**src/rtl/text_render_if.sv**
```systemverilog
// Signal bundle between the text raster front end, the text RAM, the glyph ROM and the VGA pins.
// master = raster pipe side, slave = memories/pins side.
interface text_render_if;
  logic [11:0] text_addr;
  logic [7:0]  text_data;
  logic [7:0]  ascii;
  logic [2:0]  pix_x;
  logic [3:0]  pix_y;
  logic        bg_fg;
  logic        cursor_en;
  logic [6:0]  cursor_col;
  logic [4:0]  cursor_row;
  logic [11:0] rgb;
  logic        hsync;
  logic        vsync;
  logic        de;

  modport master (
    output text_addr, ascii, pix_x, pix_y, rgb, hsync, vsync, de,
    input  text_data, bg_fg, cursor_en, cursor_col, cursor_row
  );

  modport slave (
    input  text_addr, ascii, pix_x, pix_y, rgb, hsync, vsync, de,
    output text_data, bg_fg, cursor_en, cursor_col, cursor_row
  );
endinterface

```
**src/rtl/text_render_pipe.sv**
```systemverilog
// Text-mode VGA raster front end: beam counters, text-RAM addressing, glyph ROM drive
// and a 3-stage aligned RGB/sync/de output with a blinking block cursor.
module text_render_pipe #(
  parameter int unsigned H_ACTIVE = 640,
  parameter int unsigned H_FP     = 16,
  parameter int unsigned H_SYNC   = 96,
  parameter int unsigned H_BP     = 48,
  parameter int unsigned V_ACTIVE = 480,
  parameter int unsigned V_FP     = 10,
  parameter int unsigned V_SYNC   = 2,
  parameter int unsigned V_BP     = 33,
  parameter logic [11:0] FG_COLOR = 12'hFFF,
  parameter logic [11:0] BG_COLOR = 12'h00F
) (
  input  logic          clk,
  input  logic          resetn,
  text_render_if.master bus
);
  localparam int unsigned H_TOTAL = H_ACTIVE + H_FP + H_SYNC + H_BP;
  localparam int unsigned V_TOTAL = V_ACTIVE + V_FP + V_SYNC + V_BP;

  logic [9:0] h_cnt_q, h_cnt_d;
  logic [9:0] v_cnt_q, v_cnt_d;
  logic [5:0] frame_cnt_q, frame_cnt_d;

  logic       act0, hs0, vs0, cur0;
  logic [6:0] col;
  logic [4:0] row;

  logic [2:0] pix_x_q;
  logic [3:0] pix_y_q;
  logic       act1_q, hs1_q, vs1_q, cur1_q;
  logic       act2_q, hs2_q, vs2_q, cur2_q;
  logic       de_q, hsync_q, vsync_q;
  logic [11:0] rgb_q, rgb_d;

  always_comb begin
    h_cnt_d     = h_cnt_q + 10'd1;
    v_cnt_d     = v_cnt_q;
    frame_cnt_d = frame_cnt_q;
    if (h_cnt_q == 10'(H_TOTAL - 1)) begin
      h_cnt_d = '0;
      if (v_cnt_q == 10'(V_TOTAL - 1)) begin
        v_cnt_d     = '0;
        frame_cnt_d = frame_cnt_q + 6'd1;
      end else begin
        v_cnt_d = v_cnt_q + 10'd1;
      end
    end
  end

  always_comb begin
    col  = h_cnt_q[9:3];
    row  = v_cnt_q[8:4];
    act0 = (h_cnt_q < 10'(H_ACTIVE)) && (v_cnt_q < 10'(V_ACTIVE));
    hs0  = !((h_cnt_q >= 10'(H_ACTIVE + H_FP)) &&
             (h_cnt_q <  10'(H_ACTIVE + H_FP + H_SYNC)));
    vs0  = !((v_cnt_q >= 10'(V_ACTIVE + V_FP)) &&
             (v_cnt_q <  10'(V_ACTIVE + V_FP + V_SYNC)));
    cur0 = bus.cursor_en && (col == bus.cursor_col) &&
           (row == bus.cursor_row) && frame_cnt_q[5];
  end

  // row*80 + col built from shifts: row*64 + row*16 + col
  assign bus.text_addr = {1'b0, row, 6'b0} + {3'b0, row, 4'b0} + {5'b0, col};
  assign bus.ascii     = bus.text_data;

  always_comb begin
    rgb_d = '0;
    if (act2_q) begin
      rgb_d = (bus.bg_fg ^ cur2_q) ? FG_COLOR : BG_COLOR;
    end
  end

  always_ff @(posedge clk or negedge resetn) begin
    if (!resetn) begin
      h_cnt_q     <= '0;
      v_cnt_q     <= '0;
      frame_cnt_q <= '0;
      pix_x_q     <= '0;
      pix_y_q     <= '0;
      act1_q      <= 1'b0;
      hs1_q       <= 1'b1;
      vs1_q       <= 1'b1;
      cur1_q      <= 1'b0;
      act2_q      <= 1'b0;
      hs2_q       <= 1'b1;
      vs2_q       <= 1'b1;
      cur2_q      <= 1'b0;
      de_q        <= 1'b0;
      hsync_q     <= 1'b1;
      vsync_q     <= 1'b1;
      rgb_q       <= '0;
    end else begin
      h_cnt_q     <= h_cnt_d;
      v_cnt_q     <= v_cnt_d;
      frame_cnt_q <= frame_cnt_d;
      // stage 1: aligned with ascii returning from the text RAM
      pix_x_q     <= h_cnt_q[2:0];
      pix_y_q     <= v_cnt_q[3:0];
      act1_q      <= act0;
      hs1_q       <= hs0;
      vs1_q       <= vs0;
      cur1_q      <= cur0;
      // stage 2: aligned with bg_fg returning from the glyph ROM
      act2_q      <= act1_q;
      hs2_q       <= hs1_q;
      vs2_q       <= vs1_q;
      cur2_q      <= cur1_q;
      de_q        <= act2_q;
      hsync_q     <= hs2_q;
      vsync_q     <= vs2_q;
      rgb_q       <= rgb_d;
    end
  end

  assign bus.pix_x = pix_x_q;
  assign bus.pix_y = pix_y_q;
  assign bus.de    = de_q;
  assign bus.hsync = hsync_q;
  assign bus.vsync = vsync_q;
  assign bus.rgb   = rgb_q;
endmodule

```
**src/flat_wrapper.sv**
```systemverilog
// flat-port wrapper written by rule: the top's interface ports become plain ports
module text_render_pipe_flat 
#(
  parameter int unsigned H_ACTIVE = 640,
  parameter int unsigned H_FP     = 16,
  parameter int unsigned H_SYNC   = 96,
  parameter int unsigned H_BP     = 48,
  parameter int unsigned V_ACTIVE = 480,
  parameter int unsigned V_FP     = 10,
  parameter int unsigned V_SYNC   = 2,
  parameter int unsigned V_BP     = 33,
  parameter logic [11:0] FG_COLOR = 12'hFFF,
  parameter logic [11:0] BG_COLOR = 12'h00F
)
  (clk, resetn, bus_text_addr, bus_ascii, bus_pix_x, bus_pix_y, bus_rgb, bus_hsync, bus_vsync, bus_de, bus_text_data, bus_bg_fg, bus_cursor_en, bus_cursor_col, bus_cursor_row);
  text_render_if bus_i ();
  input  logic clk;
  input  logic resetn;
  output wire logic [$bits(bus_i.text_addr)-1:0] bus_text_addr;
  output wire logic [$bits(bus_i.ascii)-1:0] bus_ascii;
  output wire logic [$bits(bus_i.pix_x)-1:0] bus_pix_x;
  output wire logic [$bits(bus_i.pix_y)-1:0] bus_pix_y;
  output wire logic [$bits(bus_i.rgb)-1:0] bus_rgb;
  output wire logic [$bits(bus_i.hsync)-1:0] bus_hsync;
  output wire logic [$bits(bus_i.vsync)-1:0] bus_vsync;
  output wire logic [$bits(bus_i.de)-1:0] bus_de;
  input wire logic [$bits(bus_i.text_data)-1:0] bus_text_data;
  input wire logic [$bits(bus_i.bg_fg)-1:0] bus_bg_fg;
  input wire logic [$bits(bus_i.cursor_en)-1:0] bus_cursor_en;
  input wire logic [$bits(bus_i.cursor_col)-1:0] bus_cursor_col;
  input wire logic [$bits(bus_i.cursor_row)-1:0] bus_cursor_row;
  assign bus_text_addr = bus_i.text_addr;
  assign bus_ascii = bus_i.ascii;
  assign bus_pix_x = bus_i.pix_x;
  assign bus_pix_y = bus_i.pix_y;
  assign bus_rgb = bus_i.rgb;
  assign bus_hsync = bus_i.hsync;
  assign bus_vsync = bus_i.vsync;
  assign bus_de = bus_i.de;
  assign bus_i.text_data = bus_text_data;
  assign bus_i.bg_fg = bus_bg_fg;
  assign bus_i.cursor_en = bus_cursor_en;
  assign bus_i.cursor_col = bus_cursor_col;
  assign bus_i.cursor_row = bus_cursor_row;
  text_render_pipe #(.H_ACTIVE(H_ACTIVE), .H_FP(H_FP), .H_SYNC(H_SYNC), .H_BP(H_BP), .V_ACTIVE(V_ACTIVE), .V_FP(V_FP), .V_SYNC(V_SYNC), .V_BP(V_BP), .FG_COLOR(FG_COLOR), .BG_COLOR(BG_COLOR)) u_core (.clk(clk), .resetn(resetn), .bus(bus_i));
endmodule
```
**config.mk**
```make
export PLATFORM = sky130hd
export DESIGN_NAME = text_render_pipe_flat
export DESIGN_NICKNAME = d
export VERILOG_FILES = /design/src/rtl/text_render_if.sv /design/src/rtl/text_render_pipe.sv /design/src/flat_wrapper.sv
export SDC_FILE = /design/constraint.sdc
export NUM_CORES = 1
export LEC_CHECK = 0
export CAP_MARGIN = 20
export CORE_MARGIN = 2
export CORE_UTILIZATION = 31
export DETAILED_ROUTE_END_ITERATION = 10
export PLACE_DENSITY = 0.68
export SLEW_MARGIN = 10
export SYNTH_ARGS = -nofsm -noshare
export SYNTH_HDL_FRONTEND = slang
export SYNTH_SLANG_ARGS = --single-unit
```
**constraint.sdc**
```tcl
create_clock -name clk -period 2.6 [get_ports clk]
set_input_delay 0.39 -clock clk [delete_from_list [all_inputs] [get_ports clk]]
set_output_delay 0.39 -clock clk [all_outputs]
set_load 0.05 [all_outputs]
```
Word level (Yosys, flattened, before mapping)
Index checks and enable logic that the tools add are counted.
{ "word_totals": {"wordCells": 46, "output_inout_bits": 42, "ff_bits": 56, "inputBits": 24} }
{ "op_classes": {"n_bitwise": 1, "n_mux": 4, "n_addsub": 5, "eq_ne": 4, "n_reduce_logical": 9, "order_cmp": 6} }
{ "ops": {"columns": ["op", "n"], "rows": [
  ["two-way mux 12 bit", 2],
  ["adder 10 x 1 -> 10 bit, second input constant", 2],
  ["equality test 10 bit, second input constant", 2],
  ["< comparator 10 bit, second input constant", 2],
  ["< comparator 10 x 9 -> 1 bit, second input constant", 2],
  ["two-way mux 10 bit", 2],
  ["adder 11 x 9 -> 12 bit", 1],
  ["adder 12 x 7 -> 12 bit", 1],
  ["greater-or-equal comparator 10 bit, second input constant", 1],
  ["greater-or-equal comparator 10 x 9 -> 1 bit, second input constant", 1],
  ["equality test 7 bit", 1],
  ["adder 6 x 1 -> 6 bit, second input constant", 1],
  ["logical AND 1 bit", 6],
  ["equality test 5 bit", 1],
  ["zero test 1 bit", 2],
  ["AND reduction 2 bit", 1],
  ["bitwise XOR 1 bit", 1]
]} }

Longest topological paths before layout
{ "depth": {"ltp_word": 4, "ltp_mapped": 9, "ltp_nobuf": 8} }

Worst setup path after synthesis
No wires, ideal clock.
{ "synth_path": {"path_kind": "reg-to-output", "startpoint": "register u_core.v_cnt_q[4]", "endpoint": "output port bus_text_addr[10]", "n_path_buf": 1, "path_stages_with_launch": 10, "arrival_ps": 2509, "slack_ps": -299, "required_ps": 2210, "path_cell_list": "dfrtp_1 > buf_6 > inv_1 > fa_1 > inv_1 > ha_1 > a21oi_1 > o211ai_1 > a21oi_1 > xnor2_1"} }
{ "synth_between": {"elab_chain_len": 2} }
{ "synth_rtl": {"columns": ["element", "line_no", "source"], "rows": [
  ["start, declared", "text_render_pipe.sv:23", "logic [9:0] v_cnt_q, v_cnt_d;"],
  ["start signal, assigned", "text_render_pipe.sv:96", "v_cnt_q <= v_cnt_d;"],
  ["adder 11 x 9 -> 12 bit", "text_render_pipe.sv:65", "assign bus.text_addr = {1'b0, row, 6'b0} + {3'b0, row, 4'b0} + {5'b0, col};"],
  ["adder 12 x 7 -> 12 bit", "text_render_pipe.sv:65", null],
  ["end, declared", "flat_wrapper.sv:19", "output wire logic [$bits(bus_i.text_addr)-1:0] bus_text_addr;"]
]} }
No other way between the ends.

Final worst setup path
{ "layout_path": {"startpoint": "register u_core.v_cnt_q[4]", "endpoint": "output port bus_text_addr[9]"} }
Same word-level chain as after synthesis.

==> reports/metrics.cfg <==
[status]
status = complete, but fails checks
violations = setup timing

[placed_design]
gp_routability_congestion = 0.8126
port_buffers = 49
place_ws_ns = 0.01493
dp_hpwl_mm = 3.648

[sta]
drv_slew = 0
fin_crit_sh = 1.071
fmax_mhz = 359.1
worst_pin_slew_ns = 0.7088
hold_viol_final = 0
slew_headroom = 0.5231
setup-violations-final = 3
grt_setup_unrepaired = true
clock_skew_ns = 0.007774
setup_ws_ns = -0.1850
totalNegativeSetupSlack_ns = -0.5057
min_period_ns = 2.785

[detailed_routing]
wl_per_cell_microns = 13.71
finalWirelength_mm = 5.073
drc = 0
ant_nets = 0
vias = 1759
drtIter0Drc = 63
via_per_inst = 4.754
drt_pass1_iterations = 4

[synth]
synthDistinctLibCells = 46
yosysSeqAreaShare = 0.4632
synth-main-ff-cell = dfrtp_1
yosysTopAreaCellShare = 0.3988
ys_warn_count = 0
yosys_register_bits = 45
async_flop_share = 1.000
avgSynthCellArea_sq_um = 10.59
netlist_area_sq_um = 2447
ys_top_cells_by_area = dfrtp_1, xnor2_1, ha_1
syn-instance-count = 231
synth_top_area_cell = dfrtp_1
synthesis.nets = 271
synth_edf_count = 0

[finish]
area_delta_synth_final_pct = 30.11
final_nets = 307
n_antenna_cell = 0
layout_commonest_cell = clkdlybuf4s50_1
drive_gt1_frac = 0.2015
most-common-layout-cells = clkdlybuf4s50_1, dfrtp_1, xnor2_1

[floorplanning]
rows = 32
die_y_microns = 92.85
ios = 66
fp.dieW_microns = 92.85
die-area_sq_um = 8621
initial_utilization = 0.3184
core_sq_um = 7687

[critical_path]
critPathCaptureType = output pin
cpMaxStageDelayCell = dfrtp_1
path_delay_family = adder cells
arrival_ns = 2.39
critPathMaxStageDelay_ns = 0.40
cp_cell_sequence = buf_4 > ha_1 > ha_2 > fa_2 > a21o_1 > a21oi_2 > buf_4 > xnor2_4 > buf_12
path_max_fanout = 8
path_class = reg2out
required_ns = 2.21
crit_buf_inv = 3
startpoint_type = flop
crit_top_cell = buf_4

[grt]
grt_pass1_vias = 1690
grt_antenna_before_repair = 0
grt_pass1_wl_mm = 8.217
grt_overflow = 0
grt_max_degree = 46
grtUsageTotal = 0.1204

[clocking]
cts.sinks = 45
insertion_delay_ns = 0.30
cts_root_buf = clkbuf_8
clk_pin_slew_ns = 0.08
cts_tree = built
clock_path_buffers = 2
hold_buffers = 0
h-tree-depth = 2
cts_buffers = 5

[power]
ir_drop_mv = 0.1912
swShare = 0.2244
power.share.clock = 0.360
pwr-share-seq = 0.568
p_int_mw = 0.9579
p_switching_mw = 0.2771
power_frac_comb = 0.071
powerDensity_nw_per_um2 = 387.8
leakagePower_nw = 1.417

[flow_run]
maxCapViolCount = 0

[hold_path]
hp-class = in2async

## logic make-up (layout without fill, tap and decap cells)
| kind of cell | after synthesis | count (layout) | synth area share |
|---|---|---|---|
| XOR/XNOR | 29 | 29 | 0.1038 |
| flip-flops | 45 | 45 | 0.4632 |
| AO/OA/AOI/OAI | 26 | 26 | 0.07004 |
| multiplexers | 2 | 2 | 0.008691 |
| AND/OR/NAND/NOR | 70 | 70 | 0.1611 |
| adder cells (fa/ha/maj) | 16 | 16 | 0.08794 |
| buffers and inverters | 43 | 80 | 0.1053 |
## per-stage QoR
| step | util | area (sq um) | cells | hold slack, ns | power [mW] |
|---|---|---|---|---|---|
| 5_1_grt | 0.4142 | 3184 | 370 | 0.09240 | 1.285 |
| 3_5_place_dp | 0.3910 | 3005 | 360 | 0.3402 | 0.8002 |
| 2_1_floorplan | - | 2485 | 231 | 0.09441 | 0.7901 |
| 6_report | 0.4142 | 3184 | 370 | 0.06491 | 1.235 |
| 3_3_place_gp | 0.3910 | 3005 | 360 | 0.3346 | 0.8000 |
| 4_1_cts | 0.4063 | 3123 | 369 | 0.2950 | 1.242 |
## worst paths after layout
check / start / to / slack (ns) / cells past startpoint
hold reg to reg: u_core.cur1_q / u_core.cur2_q / 0.36 / 0
setup reg to reg: u_core.v_cnt_q[6] / u_core.frame_cnt_q[1] / 0.41 / 5
setup / recovery: u_core.v_cnt_q[4] / bus_text_addr[9] / -0.18 / 9
hold / removal: resetn / u_core.v_cnt_q[7] / 0.06 / 1
max in group asynchronous: resetn / u_core.hs1_q / 1.95 / 2
min in group clk: u_core.cur1_q / u_core.cur2_q / 0.36 / 0
## layout make-up
type | count | area (sq um)
flip-flops and latches | 45 | 1134
multi-input cells | 143 | 1140
clock buffers | 8 | 90.09
fillers | 729 | 4503
well taps | 102 | 127.6
inverters | 10 | 37.54
repair buffers | 62 | 655.6
## cell usage after synthesis, drive strengths merged (3+ instances only)
master,count
and3,4
nor4,3
nand4,6
nor2b,3
xor2,8
buf,26
nor3,6
a21oi,5
a31oi,3
and2,3
nand2,13
o21ai,7
dfstp,6
xnor2,21
dfrtp,39
inv,10
ha,14
clkbuf,7
nand3,14
nor2,9
## per-layer routing
| metal | wire length (microns) | GRT usage |
|---|---|---|
| met1 | 2325 | 0.1627 |
| met2 | 2371 | 0.1860 |
| met3 | 322 | 0.03824 |
| met4 | 54 | 0.03309 |
| met5 | 0 | 0 |
## flip-flops by register name, indices dropped and copies added, names as in the netlist
signal and cells:
u_core.vs2_q 1, u_core.bus.vsync 1, u_core.vs1_q 1, u_core.bus.rgb 2
u_core.bus.pix_x 3, u_core.bus.pix_y 4, u_core.bus.hsync 1, u_core.cur2_q 1
u_core.cur1_q 1, u_core.hs2_q 1, u_core.h_cnt_q 10, u_core.v_cnt_q 10
u_core.frame_cnt_q 6, u_core.act2_q 1, u_core.act1_q 1, u_core.hs1_q 1
## power groups by stage
stage	Combinational, mW	Sequential [mW]	Clock (mW)
2_1_floorplan	0.0718	0.718	0
3_3_place_gp	0.0847	0.715	0
3_5_place_dp	0.0847	0.716	0
4_1_cts	0.0851	0.702	0.455
5_1_grt	0.0950	0.702	0.487
6_report	0.0882	0.702	0.445
## repair_timing
item / CTS / global route
setup endpoints to repair: 4 / 4
gates resized for setup: 8 / 6
pin swaps: 8 / 10
cloned: 0 / 0
buffers inserted: 1 / 0
Power figures use the tool's default switching activity.
